==> src/rtl/encap_arb_pkg.sv <==
// Shared constants and types for the encapsulation source arbiter.
// Holds the source index map, the arbiter state encoding, the default
// timing parameters and the beat/descriptor widths.
package encap_arb_pkg;

    // Source slots on the request/data/descriptor buses
    localparam int unsigned SRC_ARP  = 0;
    localparam int unsigned SRC_PTP  = 1;
    localparam int unsigned SRC_NMAC = 2;
    localparam int unsigned NUM_SRC  = 3;

    // Beat bit 8 marks SOF and EOF; descriptor is opaque to the arbiter
    localparam int unsigned BEAT_W = 9;
    localparam int unsigned DESC_W = 35;

    localparam int unsigned IFG_CYCLES_DEF    = 20;
    localparam int unsigned START_TIMEOUT_DEF = 15;

    typedef enum logic [1:0] {
        StIdle,
        StGrant,
        StXfer,
        StGap
    } arb_state_e;

endpackage

==> src/rtl/encap_arb_pick.sv <==
// Combinational source picker: PTP has strict priority, ARP and NMAC share
// via a 1-bit round-robin pointer that only matters when both request.
// Ports:
//   iv_req   - per-source request (0=ARP, 1=PTP, 2=NMAC)
//   i_rr_ptr - 0 favours ARP, 1 favours NMAC on an ARP/NMAC tie
//   ov_pick  - one-hot pick, all zero when nothing requests
module encap_arb_pick
    import encap_arb_pkg::*;
(
    input  logic [NUM_SRC-1:0] iv_req,
    input  logic               i_rr_ptr,
    output logic [NUM_SRC-1:0] ov_pick
);

    always_comb begin
        ov_pick = '0;
        if (iv_req[SRC_PTP]) begin
            ov_pick[SRC_PTP] = 1'b1;
        end else if (iv_req[SRC_ARP] && iv_req[SRC_NMAC]) begin
            if (i_rr_ptr) begin
                ov_pick[SRC_NMAC] = 1'b1;
            end else begin
                ov_pick[SRC_ARP] = 1'b1;
            end
        end else if (iv_req[SRC_ARP]) begin
            ov_pick[SRC_ARP] = 1'b1;
        end else if (iv_req[SRC_NMAC]) begin
            ov_pick[SRC_NMAC] = 1'b1;
        end
    end

endmodule

==> src/rtl/encap_src_arbiter.sv <==
// Arbitrates the ARP, PTP and NMAC host-control frame sources onto the single
// 9-bit stream feeding the frame encapsulator. One source is granted at a time,
// its frame is forwarded with one register of latency, and its descriptor is
// latched at grant and held until the next grant (the encapsulator reads it
// well after SOF). An inter-frame gap follows every completed frame.
// Ports:
//   i_clk, i_rst_n   - clock, asynchronous active-low reset
//   iv_req           - per-source request
//   ov_grant         - one-hot grant
//   iv_data          - per-source beats, source k at [9k+8:9k], bit 8 = SOF/EOF
//   iv_data_wr       - per-source beat valid
//   iv_descriptor    - per-source descriptor, source k at [35k+34:35k]
//   ov_data          - forwarded beat
//   o_data_wr        - forwarded beat valid
//   ov_descriptor    - descriptor of the current/last granted frame
//   o_busy           - arbiter not idle
//   o_start_timeout  - pulse when a grant is revoked for lack of SOF
//   o_wr_gap_err     - pulse (once per frame) when valid drops mid-frame
module encap_src_arbiter
    import encap_arb_pkg::*;
#(
    parameter int unsigned IFG_CYCLES    = IFG_CYCLES_DEF,
    parameter int unsigned START_TIMEOUT = START_TIMEOUT_DEF
) (
    input  logic                       i_clk,
    input  logic                       i_rst_n,
    input  logic [NUM_SRC-1:0]         iv_req,
    output logic [NUM_SRC-1:0]         ov_grant,
    input  logic [NUM_SRC*BEAT_W-1:0]  iv_data,
    input  logic [NUM_SRC-1:0]         iv_data_wr,
    input  logic [NUM_SRC*DESC_W-1:0]  iv_descriptor,
    output logic [BEAT_W-1:0]          ov_data,
    output logic                       o_data_wr,
    output logic [DESC_W-1:0]          ov_descriptor,
    output logic                       o_busy,
    output logic                       o_start_timeout,
    output logic                       o_wr_gap_err
);

    localparam int unsigned TmoW = $clog2(START_TIMEOUT + 1);
    localparam int unsigned GapW = $clog2(IFG_CYCLES + 1);

    arb_state_e          state_q, state_d;
    logic [NUM_SRC-1:0]  grant_q, grant_d;
    logic [DESC_W-1:0]   desc_q, desc_d;
    logic                rr_q, rr_d;
    logic [TmoW-1:0]     tmo_q, tmo_d;
    logic [GapW-1:0]     gap_q, gap_d;
    logic [BEAT_W-1:0]   data_q, data_d;
    logic                wr_q, wr_d;
    logic                tmo_pulse_q, tmo_pulse_d;
    logic                gerr_q, gerr_d;
    logic                gerr_seen_q, gerr_seen_d;

    logic [NUM_SRC-1:0]  pick;
    logic [DESC_W-1:0]   pick_desc;
    logic [BEAT_W-1:0]   sel_data;
    logic                sel_wr;
    logic                sel_req;
    logic                sof_eof;

    encap_arb_pick u_pick (
        .iv_req   (iv_req),
        .i_rr_ptr (rr_q),
        .ov_pick  (pick)
    );

    // AND-OR muxes: descriptor by the fresh pick, beat by the held grant
    always_comb begin
        pick_desc = '0;
        sel_data  = '0;
        for (int unsigned k = 0; k < NUM_SRC; k++) begin
            pick_desc = pick_desc | (iv_descriptor[k*DESC_W +: DESC_W] & {DESC_W{pick[k]}});
            sel_data  = sel_data  | (iv_data[k*BEAT_W +: BEAT_W] & {BEAT_W{grant_q[k]}});
        end
    end

    assign sel_wr  = |(iv_data_wr & grant_q);
    assign sel_req = |(iv_req & grant_q);
    assign sof_eof = sel_data[BEAT_W-1];

    always_comb begin
        state_d     = state_q;
        grant_d     = grant_q;
        desc_d      = desc_q;
        rr_d        = rr_q;
        tmo_d       = tmo_q;
        gap_d       = gap_q;
        data_d      = data_q;
        wr_d        = 1'b0;
        tmo_pulse_d = 1'b0;
        gerr_d      = 1'b0;
        gerr_seen_d = gerr_seen_q;

        unique case (state_q)
            StIdle: begin
                if (|pick) begin
                    grant_d = pick;
                    desc_d  = pick_desc;
                    tmo_d   = '0;
                    state_d = StGrant;
                end
            end
            StGrant: begin
                if (sel_wr && sof_eof) begin
                    wr_d        = 1'b1;
                    data_d      = sel_data;
                    gerr_seen_d = 1'b0;
                    state_d     = StXfer;
                end else if (!sel_req) begin
                    grant_d = '0;
                    state_d = StIdle;
                    if (!grant_q[SRC_PTP]) rr_d = ~rr_q;
                end else if (tmo_q == TmoW'(START_TIMEOUT - 1)) begin
                    // The source has now had START_TIMEOUT sampled cycles for SOF
                    tmo_pulse_d = 1'b1;
                    grant_d     = '0;
                    state_d     = StIdle;
                    if (!grant_q[SRC_PTP]) rr_d = ~rr_q;
                end else begin
                    tmo_d = tmo_q + 1'b1;
                end
            end
            StXfer: begin
                if (sel_wr) begin
                    wr_d   = 1'b1;
                    data_d = sel_data;
                    if (sof_eof) begin
                        grant_d = '0;
                        gap_d   = GapW'(IFG_CYCLES);
                        state_d = StGap;
                        if (!grant_q[SRC_PTP]) rr_d = ~rr_q;
                    end
                end else if (!gerr_seen_q) begin
                    gerr_d      = 1'b1;
                    gerr_seen_d = 1'b1;
                end
            end
            StGap: begin
                if (gap_q <= GapW'(1)) begin
                    gap_d   = '0;
                    state_d = StIdle;
                end else begin
                    gap_d = gap_q - 1'b1;
                end
            end
            default: begin
                grant_d = '0;
                state_d = StIdle;
            end
        endcase
    end

    always_ff @(posedge i_clk or negedge i_rst_n) begin
        if (!i_rst_n) begin
            state_q     <= StIdle;
            grant_q     <= '0;
            desc_q      <= '0;
            rr_q        <= 1'b0;
            tmo_q       <= '0;
            gap_q       <= '0;
            data_q      <= '0;
            wr_q        <= 1'b0;
            tmo_pulse_q <= 1'b0;
            gerr_q      <= 1'b0;
            gerr_seen_q <= 1'b0;
        end else begin
            state_q     <= state_d;
            grant_q     <= grant_d;
            desc_q      <= desc_d;
            rr_q        <= rr_d;
            tmo_q       <= tmo_d;
            gap_q       <= gap_d;
            data_q      <= data_d;
            wr_q        <= wr_d;
            tmo_pulse_q <= tmo_pulse_d;
            gerr_q      <= gerr_d;
            gerr_seen_q <= gerr_seen_d;
        end
    end

    assign ov_grant        = grant_q;
    assign ov_descriptor   = desc_q;
    assign ov_data         = data_q;
    assign o_data_wr       = wr_q;
    assign o_start_timeout = tmo_pulse_q;
    assign o_wr_gap_err    = gerr_q;
    assign o_busy          = (state_q != StIdle);

endmodule

==> config.mk <==
export PLATFORM = sky130hd
export DESIGN_NAME = encap_src_arbiter
export DESIGN_NICKNAME = d
export VERILOG_FILES = /design/src/rtl/encap_arb_pkg.sv /design/src/rtl/encap_arb_pick.sv /design/src/rtl/encap_src_arbiter.sv
export SDC_FILE = /design/constraint.sdc
export NUM_CORES = 1
export LEC_CHECK = 0
export BUFFER_PORTS_ARGS = -buffer_cell sky130_fd_sc_hd__buf_2
export CORE_MARGIN = 2
export CORE_UTILIZATION = 40
export DETAILED_ROUTE_END_ITERATION = 8
export PLACE_DENSITY = 0.72
export SYNTH_ARGS = -nofsm -noshare
export SYNTH_HDL_FRONTEND = slang
export SYNTH_SLANG_ARGS = --single-unit
==> constraint.sdc <==
create_clock -name i_clk -period 2.7 [get_ports i_clk]
set_clock_uncertainty 0.2 [all_clocks]
set_input_delay 0.135 -clock i_clk [delete_from_list [all_inputs] [get_ports i_clk]]
set_output_delay 0.135 -clock i_clk [all_outputs]
set_load 0.01 [all_outputs]
==> out/metrics.cfg <==
[routing]
drt-initial-drc-count=395
first_pass_iters=9
ant_nets=0
remaining_drc_errors=0
wirelength_microns=12600
vias=3988
routedWlPerCell_microns=18.0
routed_via_density=5.71

[setup_path]
critPathKind=register to register
startpoint_type=register
worstPathArrival_ns=2.64
reg2reg_from=rr_q
worstPathCellList=o211a_2, a222oi_1, dlygate4sd3_1, o21ai_0
critPathTopFamily=compound AO/OA/AOI/OAI gates
cp.required_ns=2.71
max_stage_delay_ns=0.76
cp-startpoint=rr_q
worst-path-buf-inv=1
cp-end-kind=register
crit_fanout=36
cp_slowest_cell=o211a_2

[timing]
period_share=0.971
timing.final.max_slew_violations=0
fmax_mhz=382
grt_setup_unrepaired=false
fin_crit_ns=2.62
setup_violations=0
timing.slew.headroom=0.428
finalHoldViolCount=0
tightest_slew_ns=0.858
tns_ns=0

[synth]
synth_top_area_share=0.498
syn_area_per_cell_sq_um=9.83
synthCells=322
synth_common_cells=dfrtp_1, nand2_1, o21ai_0
synth_nets=470
synth.most_common_cell=dfrtp_1
yosysTopAreaCell=dfrtp_1
synth.distinct_cells=40
synthMuxAreaShare=0.0174
ys_top_cells_by_area=dfrtp_1, a222oi_1, o21ai_0
yosys.area_share.simple=0.123
seq_area_frac_synth=0.498
ys.flop_type=dfrtp_1
netlist_area_sq_um=3160
synth_warnings=0
synthAdderAreaFrac=0.0316
synth_top_family_by_area=compound AO/OA/AOI/OAI gates
synth_xor_area_frac=0.00277
synth-compound-area-share=0.279
synth-seq-cells=63
synthArstFlopShare=1.00
synth_enable_flop_cells=0

[floorplan]
die_x_microns=92.9
start_util=0.412
dieArea_sq_um=8640
chipHeight_microns=92.9
placementRows=32
ios=191
core_sq_um=7690

[final_layout]
synthToLayoutAreaGrowth_pct=66.6
nFillCells=572
nets=739
fin_util=0.686
n_antenna_cell=0
drive_gt1_frac=0.369
multi_input_area_sq_um=1450
register_area_sq_um=1580

[clock_network]
clk-insertion-delay-late_ns=0.33
cts_tree=built
path_clk_slew_ns=0.09
cts-root-buf=clkbuf_8
cts_num_sinks=63
clockBufferDepth=2
cts_setup_buffers=0
htree_levels=3
numCtsBuffers=9

[power]
vdd_ir_drop_max_uv=226
p_total_mw=2.08
power.density_nw_per_um2=394
seq_power_share=0.454
switchingPower_mw=0.512
internal-power_mw=1.57
leakage_nw=2.58
clockPowerShare=0.391
comb_power_share=0.156
swShare=0.246

[grt]
top_usage_layer=met2
use_met2=0.505
use_met1=0.331
grt_pass1_wl_microns=19100
grt_pass1_vias=3973
grt-ovfl-total=0
grt_util_met3=0.0561
grt_max_degree=71
grt_usage=0.287
antenna_found_initial=0

[placement]
place.gp.congestion=0.886
post-dp-hpwl_microns=7040
port-buffer-count=190

[hold_path]
hp-class=input pin to register
worstHoldStart=iv_data_wr[1]

[status]
status=completed

[run]
drv_cap=0

cell type report:
cell class / instances / share of cell area
multi-input combinational: 222 / 0.275
sequential: 63 / 0.299
inverter: 11 / 0.00783
tap: 102 / 0.0242
clock buffer: 10 / 0.0242
timing repair buffer: 284 / 0.358
clock inverter: 6 / 0.0116
metal layers:
| layer | part of all wire | wire length [microns] | vias up |
|---|---|---|---|
| li1 | - | - | 1780 |
| met1 | 0.36 | 4490 | 1851 |
| met2 | 0.51 | 6410 | 304 |
| met3 | 0.094 | 1180 | 53 |
| met4 | 0.041 | 513 | 0 |
| met5 | 0 | 0 | - |
metrics by stage:
| step | hold slack, ns | setup slack, ns | cells | cell area [sq um] |
|---|---|---|---|---|
| finish | 0.0344 | 0.0790 | 698 | 5270 |
| global route | 0.0473 | 0.0393 | 698 | 5270 |
| CTS | 0.0249 | 0.0302 | 698 | 5270 |
| detailed placement | 0.167 | 0.212 | 595 | 4210 |
| global placement | 0.162 | 0.267 | 595 | 4210 |
| floorplan | -0.361 | 0.411 | 322 | 3160 |
tightest hold or removal path: cells and delay by family:
kind / cells / cell delay (ns)
buffers and inverters: 2 / 0.24
AND/OR/NAND/NOR: 2 / 0.10
AO/OA/AOI/OAI: 1 / 0.06
registers in the layout, indices dropped and copies added, names as in the netlist, named ones only:
register,cells
ov_grant,3
o_wr_gap_err,1
o_data_wr,1
ov_data,9
tmo_q,4
ov_descriptor,35
gap_q,5
rr_q,1
state_q,1
o_start_timeout,1
gerr_seen_q,1
cell families (layout without fill, tap and decap cells):
logic type	count (synthesis)	in the layout
AOI/OAI and AO/OA	121	121
and+or+nand+nor	87	87
DFF	63	63
buffers and inverters	37	311
adders and majority gates	8	8
muxes	5	5
xor gates and xnor gates	1	1
power groups by stage:
stage          sequential [mW]  combinational, mW  clock [mW]
2_1_floorplan            0.962             0.0571           0
3_3_place_gp             0.961              0.192           0
3_5_place_dp             0.961              0.195           0
4_1_cts                  0.943              0.306       0.818
5_1_grt                  0.943              0.343       0.879
6_report                 0.943              0.324       0.813
cells in the final DEF (no fill, tap or decap), types with 2 or more instances in the layout:
cell type      count
a21oi_1            3
a222oi_1          46
a31oi_1            5
and2_1             2
buf_2            190
buf_4              6
clkbuf_8           9
clkinv_2           3
dfrtp_1           63
dlygate4sd3_1     87
ha_1               8
inv_1             11
mux2_2             4
nand2_1           56
nand3_1            4
nor2_1             8
nor2b_1            3
nor3_1             5
o21ai_0           53
o21ai_1            2
o2bb2ai_1          2
final timing paths:
kind                            cells past startpoint  slack [ns]                to
min in group asynchronous                           3        0.29  ov_descriptor[0]
worst min-delay path                                5        0.03      o_wr_gap_err
worst min register to register                      1        0.23      o_wr_gap_err
worst max register to register                      4        0.08  ov_descriptor[0]
worst max-delay path                                4        0.08  ov_descriptor[0]
max in group asynchronous                           3        1.46        ov_data[1]
repair_timing:
| item | in CTS | in global routing |
|---|---|---|
| hold endpoints to repair | 106 | 0 |
| endpoints found under the setup margin | 0 | 35 |
| gates resized for setup | 0 | 1 |
| hold buffers | 87 | 0 |
Note: power is estimated with default switching activity, not from simulation.
